--- config.mk ---
export PLATFORM = sky130hd
export DESIGN_NAME = rx_ctrl_fsm
export DESIGN_NICKNAME = d
export VERILOG_FILES = /design/src/rtl/rx_ctrl_fsm.sv
export SDC_FILE = /design/constraint.sdc
export NUM_CORES = 1
export LEC_CHECK = 0
export ABC_AREA = 1
export BUFFER_PORTS_ARGS = -buffer_cell sky130_fd_sc_hd__buf_2
export CAP_MARGIN = 40
export CORE_ASPECT_RATIO = 1.1
export CORE_MARGIN = 5
export CORE_UTILIZATION = 30
export CTS_CLUSTER_SIZE = 24
export DETAILED_ROUTE_END_ITERATION = 7
export GPL_TIMING_DRIVEN = 0
export HOLD_SLACK_MARGIN = 0.12
export PLACE_DENSITY_LB_ADDON = 0.15
export SYNTH_ARGS = -nofsm -noshare
export SYNTH_HDL_FRONTEND = slang
export SYNTH_SLANG_ARGS = --single-unit
--- constraint.sdc ---
create_clock -name Clk -period 2.9 [get_ports Clk]
set_input_delay 0.87 -clock Clk [delete_from_list [all_inputs] [get_ports Clk]]
set_output_delay 0.87 -clock Clk [all_outputs]
set_load 0.01 [all_outputs]
--- src/rtl/rx_ctrl_fsm.sv ---
// -----------------------------------------------------------------------------
// rx_ctrl_fsm - receive-side sequencer for the RX engine.
//
// Synchronizes the asynchronous serial line, qualifies the start bit at its
// mid-point using the oversample tick, then emits one-cycle shift strobes at
// the middle of every frame bit (data, optional parity, stop) followed by a
// one-cycle ld strobe. Frame length is latched when a start is detected.
//
// Ports:
//   Clk         in   system clock, rising edge
//   Rst         in   synchronous active-low reset
//   baud_k      in   oversample tick, OVERSAMPLE ticks per bit
//   rx_en       in   receiver enable, only gates new start detection
//   Rx_in       in   asynchronous serial line (idle high)
//   bit8_en     in   1 = 8 data bits, 0 = 7 data bits
//   parity_en   in   1 = parity bit follows the data bits
//   shift       out  one-Clk strobe: shift rx_bit into the SIPO
//   rx_bit      out  synchronized serial bit
//   ld          out  one-Clk strobe: frame complete
//   busy        out  high while a frame is in progress
//   false_start out  one-Clk pulse: start bit was high at its mid-point
// -----------------------------------------------------------------------------
module rx_ctrl_fsm #(
    parameter int OVERSAMPLE = 16,
    parameter int TCNT_W     = 4
) (
    input  logic Clk,
    input  logic Rst,
    input  logic baud_k,
    input  logic rx_en,
    input  logic Rx_in,
    input  logic bit8_en,
    input  logic parity_en,
    output logic shift,
    output logic rx_bit,
    output logic ld,
    output logic busy,
    output logic false_start
);

    typedef enum logic [1:0] {
        ST_IDLE  = 2'd0,
        ST_START = 2'd1,
        ST_DATA  = 2'd2,
        ST_LOAD  = 2'd3
    } state_t;

    localparam logic [TCNT_W-1:0] TICK_HALF = TCNT_W'(OVERSAMPLE / 2 - 1);
    localparam logic [TCNT_W-1:0] TICK_FULL = TCNT_W'(OVERSAMPLE - 1);
    localparam logic [TCNT_W-1:0] TICK_ONE  = TCNT_W'(1);
    localparam logic [TCNT_W-1:0] TICK_ZERO = TCNT_W'(0);

    state_t            r_state;
    state_t            w_state_nxt;
    logic              r_sync1;
    logic              r_sync2;
    logic [TCNT_W-1:0] r_tick_cnt;
    logic [TCNT_W-1:0] w_tick_nxt;
    logic [3:0]        r_bit_cnt;
    logic [3:0]        w_bit_nxt;
    logic [3:0]        r_nbits;
    logic [3:0]        w_nbits_nxt;
    logic              w_tick_half;
    logic              w_tick_full;
    logic              w_shift_nxt;
    logic              w_ld_nxt;
    logic              w_fs_nxt;
    logic              w_busy_nxt;
    logic              r_shift;
    logic              r_ld;
    logic              r_fs;
    logic              r_busy;

    assign w_tick_half = (r_tick_cnt == TICK_HALF);
    assign w_tick_full = (r_tick_cnt == TICK_FULL);

    assign rx_bit      = r_sync2;
    assign shift       = r_shift;
    assign ld          = r_ld;
    assign busy        = r_busy;
    assign false_start = r_fs;

    // State register: synchronizer, FSM state, counters and registered strobes
    always_ff @(posedge Clk) begin
        if (!Rst) begin
            r_sync1    <= 1'b1;
            r_sync2    <= 1'b1;
            r_state    <= ST_IDLE;
            r_tick_cnt <= TICK_ZERO;
            r_bit_cnt  <= 4'd0;
            r_nbits    <= 4'd0;
            r_shift    <= 1'b0;
            r_ld       <= 1'b0;
            r_fs       <= 1'b0;
            r_busy     <= 1'b0;
        end else begin
            r_sync1    <= Rx_in;
            r_sync2    <= r_sync1;
            r_state    <= w_state_nxt;
            r_tick_cnt <= w_tick_nxt;
            r_bit_cnt  <= w_bit_nxt;
            r_nbits    <= w_nbits_nxt;
            r_shift    <= w_shift_nxt;
            r_ld       <= w_ld_nxt;
            r_fs       <= w_fs_nxt;
            r_busy     <= w_busy_nxt;
        end
    end

    // Next-state logic: transitions plus tick/bit counter and frame-length updates
    always_comb begin
        w_state_nxt = r_state;
        w_tick_nxt  = r_tick_cnt;
        w_bit_nxt   = r_bit_cnt;
        w_nbits_nxt = r_nbits;
        case (r_state)
            ST_IDLE: begin
                // Start detection does not wait for a tick; the half-bit
                // count in START provides the mid-bit alignment.
                if (rx_en && !r_sync2) begin
                    w_state_nxt = ST_START;
                    w_tick_nxt  = TICK_ZERO;
                    w_nbits_nxt = 4'd8 + {3'd0, bit8_en} + {3'd0, parity_en};
                end else begin
                    w_state_nxt = ST_IDLE;
                end
            end
            ST_START: begin
                if (baud_k) begin
                    if (w_tick_half) begin
                        if (!r_sync2) begin
                            w_state_nxt = ST_DATA;
                            w_tick_nxt  = TICK_ZERO;
                            w_bit_nxt   = 4'd0;
                        end else begin
                            w_state_nxt = ST_IDLE;
                        end
                    end else begin
                        w_tick_nxt = r_tick_cnt + TICK_ONE;
                    end
                end else begin
                    w_state_nxt = ST_START;
                end
            end
            ST_DATA: begin
                if (baud_k) begin
                    if (w_tick_full) begin
                        w_tick_nxt = TICK_ZERO;
                        w_bit_nxt  = r_bit_cnt + 4'd1;
                        // The stop bit is the last sample of the frame.
                        if (r_bit_cnt == (r_nbits - 4'd1)) begin
                            w_state_nxt = ST_LOAD;
                        end else begin
                            w_state_nxt = ST_DATA;
                        end
                    end else begin
                        w_tick_nxt = r_tick_cnt + TICK_ONE;
                    end
                end else begin
                    w_state_nxt = ST_DATA;
                end
            end
            ST_LOAD: begin
                w_state_nxt = ST_IDLE;
            end
            default: begin
                w_state_nxt = ST_IDLE;
            end
        endcase
    end

    // Output logic: next values of the registered strobes and busy flag
    always_comb begin
        w_shift_nxt = 1'b0;
        w_ld_nxt    = 1'b0;
        w_fs_nxt    = 1'b0;
        case (r_state)
            ST_START: begin
                if (baud_k && w_tick_half && r_sync2) begin
                    w_fs_nxt = 1'b1;
                end else begin
                    w_fs_nxt = 1'b0;
                end
            end
            ST_DATA: begin
                if (baud_k && w_tick_full) begin
                    w_shift_nxt = 1'b1;
                end else begin
                    w_shift_nxt = 1'b0;
                end
            end
            ST_LOAD: begin
                w_ld_nxt = 1'b1;
            end
            default: begin
                w_shift_nxt = 1'b0;
            end
        endcase
        // Busy stays up through the ld cycle and drops on the one after.
        w_busy_nxt = (w_state_nxt != ST_IDLE) || w_ld_nxt;
    end

endmodule

==> metrics.log <==
[metrics] status: completed
[metrics] iteration-0 DRC count of the detailed router: 45
[metrics] number of nets in the finished design: 194
[metrics] worst slack after detailed placement: 1100 ps
[metrics] count of buffering cells on the critical path with inverters included: 2
[metrics] number of instances in the synthesized netlist: 162
[metrics] total power consumption of the routed design: 0.506 mW
[metrics] slowest CP cell: sky130_fd_sc_hd__dfxtp_1
[metrics] Clock Skews: 3.48 ps
[metrics] Worst path top cell family by delay: simple AND/OR/NAND/NOR gates
[metrics] main combinational cell family by area after synthesis: simple AND/OR/NAND/NOR gates
[metrics] Initial Util: 0.309
[metrics] cell area after layout: 1290 um^2
[metrics] highest net fanout along the worst path: 7
[metrics] biggest cell delay along the critical path: 420 ps
[metrics] Post-Synth Simple-Gate Area: 0.320
[metrics] largest area contributor in the netlist: sky130_fd_sc_hd__dfxtp_1
[metrics] most common library cell in the layout ignoring fill and taps: sky130_fd_sc_hd__nand2_1
[metrics] multiplexer fraction of the synthesized cell area: 0
[metrics] Distinct cells, synth: 25
[metrics] total half-perimeter wirelength after legalization and detailed placement: 1850 um
[metrics] Vert. Die Dim: 74.4 um
[metrics] Worst Max-Slew Pin Slew: 258 ps
[metrics] postcts setup bufs: 0
[metrics] Root Driver: sky130_fd_sc_hd__clkbuf_8
[metrics] fraction of the yosys area taken by sequential cells: 0.336
[metrics] total die area: 5100 um^2
[metrics] final-layout fill cell count: 417
[metrics] antenna violations before repair: 0
[metrics] period utilisation layout: 0.593
[metrics] global placement routability congestion: 0.796
[metrics] net count of the mapped netlist: 179
[metrics] final setup TNS: 0 ps
[metrics] most frequent cells in the layout: sky130_fd_sc_hd__nand2_1, sky130_fd_sc_hd__inv_1, sky130_fd_sc_hd__dfxtp_1, sky130_fd_sc_hd__nor2_1, sky130_fd_sc_hd__a21oi_1
[metrics] cells along the critical path: inv_1 -> ha_1 -> or2_1 -> nand2_2 -> nand2_4 -> nor2_8 -> inv_2 -> nor2_1 -> nor2_1
[metrics] routed wire length per instance: 10.1 um
[metrics] Min Clock Period, post-route: 1720 ps
[metrics] average cell area after synthesis: 6.98 um^2
[metrics] total of cells resized after clock tree synthesis: 0
[metrics] Worst IR Drop VDD: 154 uV
[metrics] number of detailed-route iterations in the first pass: 4
[metrics] worst-skew pair later-pin latency: 260 ps
[metrics] maximum level of the CTS H-tree: 1
[metrics] cell area after technology mapping: 1130 um^2
[metrics] Min-Delay Path Class: flip-flop to flip-flop
[metrics] x dimension of the die: 68.5 um
[metrics] number of hold buffers added after cts: 0
[metrics] Crit path top cell by count: sky130_fd_sc_hd__nor2_1
[metrics] fraction of the mapped netlist area in compound gates: 0.110
[metrics] Critical Path AT: 1880 ps
[metrics] cell types occupying the most area after synthesis: sky130_fd_sc_hd__dfxtp_1, sky130_fd_sc_hd__nand2_1, sky130_fd_sc_hd__ha_1
[metrics] startpoint type of the worst setup path: flip-flop
[metrics] Setup violations, final: 0
[metrics] area share of xor/xnor cells in the synthesized design: 0.0232
[metrics] placeable core area: 3650 um^2
[metrics] TritonCTS clock tree: done
[metrics] number of buffers on the longest clock path: 2
[metrics] layout cells sized above 1: 0.176
[metrics] via/cell ratio: 4.27
[metrics] Final WS setup: 1180 ps
[metrics] relative slew slack: 0.828
[metrics] synthesis-to-finish area growth: 14.0%
[metrics] area share of the leading cell type in the synthesized netlist: 0.336
[metrics] share of synthesized cell area in full adder, half adder and majority cells: 0.111
[metrics] drt total wl: 2280 um
[metrics] number of placed I/O pins: 12
[metrics] via count of the first global-routing pass: 864
[metrics] cell area reported after detailed placement: 1240 um^2
[metrics] total overflow reported by the global router: 0
[metrics] critical path start-end classification: flip-flop to flip-flop
[metrics] Max-cap violations: 0
[metrics] global-route wire length before repair: 3910 um
[metrics] Power Density: 392 nW/um^2
[metrics] DR DRC count: 0
[metrics] warnings from Yosys: 0
[metrics] remaining antenna violation count after routing: 0
[metrics] required arrival time at the worst endpoint: 3060 ps
[metrics] Port-buffer cells: 10
[metrics] antenna diode count: 0
[metrics] number of core rows: 23
[metrics] maximum number of pins on one net before global-route repair: 12
[metrics] maximum operating frequency: 582 MHz
[metrics] number of synthesized register bits: 19
[metrics] Static Leakage: 0.623 nW
[metrics] setup repair after global routing missed its margin: false
[metrics] CTS Buf Count: 3
[metrics] number of pins exceeding their max-slew limit in the final report: 0
[metrics] # clock sinks: 19
[metrics] clock input transition at the sequential cells of the worst setup and hold paths: 80 ps
[metrics] Crit. End Element: flip-flop
[metrics] final hold viol count: 0
[metrics] Tot GR Track Use: 0.102
[metrics] total number of vias: 966
-- through the flow --
| stage | utilization | hold slack [ps] | instances |
|---|---|---|---|
| finish | 0.353 | 420 | 226 |
| detailed placement | 0.340 | 406 | 222 |
| CTS | 0.353 | 426 | 226 |
| global route | 0.353 | 453 | 226 |
| global placement | 0.340 | 400 | 222 |
| floorplan | - | 393 | 162 |
-- sequential cells by signal, indices dropped and copies added (netlist names) --
name and cells:
r_bit_cnt 4, r_tick_cnt 4, r_nbits 3, r_state 2, busy 1, false_start 1, ld 1, r_sync1 1
rx_bit 1, shift 1
-- power by group --
group	switching (mW)	leakage (nW)	internal (mW)
Sequential	0.00488	0.154	0.267
Combinational	0.0279	0.443	0.0183
Clock	0.0924	0.0255	0.0955
Total	0.125	0.623	0.381
-- worst paths after layout --
kind	startpoint	end	slack [ps]	cells past startpoint
setup reg to reg	r_state[0]	r_tick_cnt[1]	1180	9
hold reg to reg	r_sync1	rx_bit	420	1
setup / recovery	r_state[0]	r_tick_cnt[1]	1180	9
hold / removal	r_sync1	rx_bit	420	1
-- cells in the mapped netlist, drive strengths merged --
cell    instances
clkinv          1
a21o            1
a21oi          13
nand2          45
xnor2           1
ha             10
a21boi          1
dfxtp          19
nor2           18
o21ai           7
inv            28
or2             3
xor2            2
nand3          10
clkbuf          1
nor3            2
-- cell families (layout without fill, tap and decap cells) --
family                   after synthesis  after routing
flip-flops                            19             19
buffers and inverters                 30             44
AND/OR/NAND/NOR                       78             78
adder cells (fa/ha/maj)               10             10
AO/OA/AOI/OAI                         22             22
XOR/XNOR                               3              3
-- layer usage --
metal	track usage	vias up	routed length, um
met5	0	-	0
li1	-	527	-
met3	0.0227	2	65
met2	0.170	10	1100
met4	0.0397	0	13
met1	0.128	427	1090
-- worst register-to-register path: stages, from the launching register on --
cell and delay, ps:
sky130_fd_sc_hd__dfxtp_1 420, sky130_fd_sc_hd__inv_1 110, sky130_fd_sc_hd__ha_1 300, sky130_fd_sc_hd__or2_1 290, sky130_fd_sc_hd__nand2_2 80, sky130_fd_sc_hd__nand2_4 70
sky130_fd_sc_hd__nor2_8 150, sky130_fd_sc_hd__inv_2 60, sky130_fd_sc_hd__nor2_1 100, sky130_fd_sc_hd__nor2_1 50
-- area by class of cell --
type	instances	area [um^2]	area share
sequential	19	380	0.295
clock buffer	3	41.3	0.0320
multi-input combinational	113	637	0.494
timing repair buffer	10	50.0	0.0388
clock inverter	1	5.00	0.00388
tap	50	62.6	0.0485
buffer	1	5.00	0.00388
inverter	29	109	0.0844
Power figures use the tool's default switching activity.
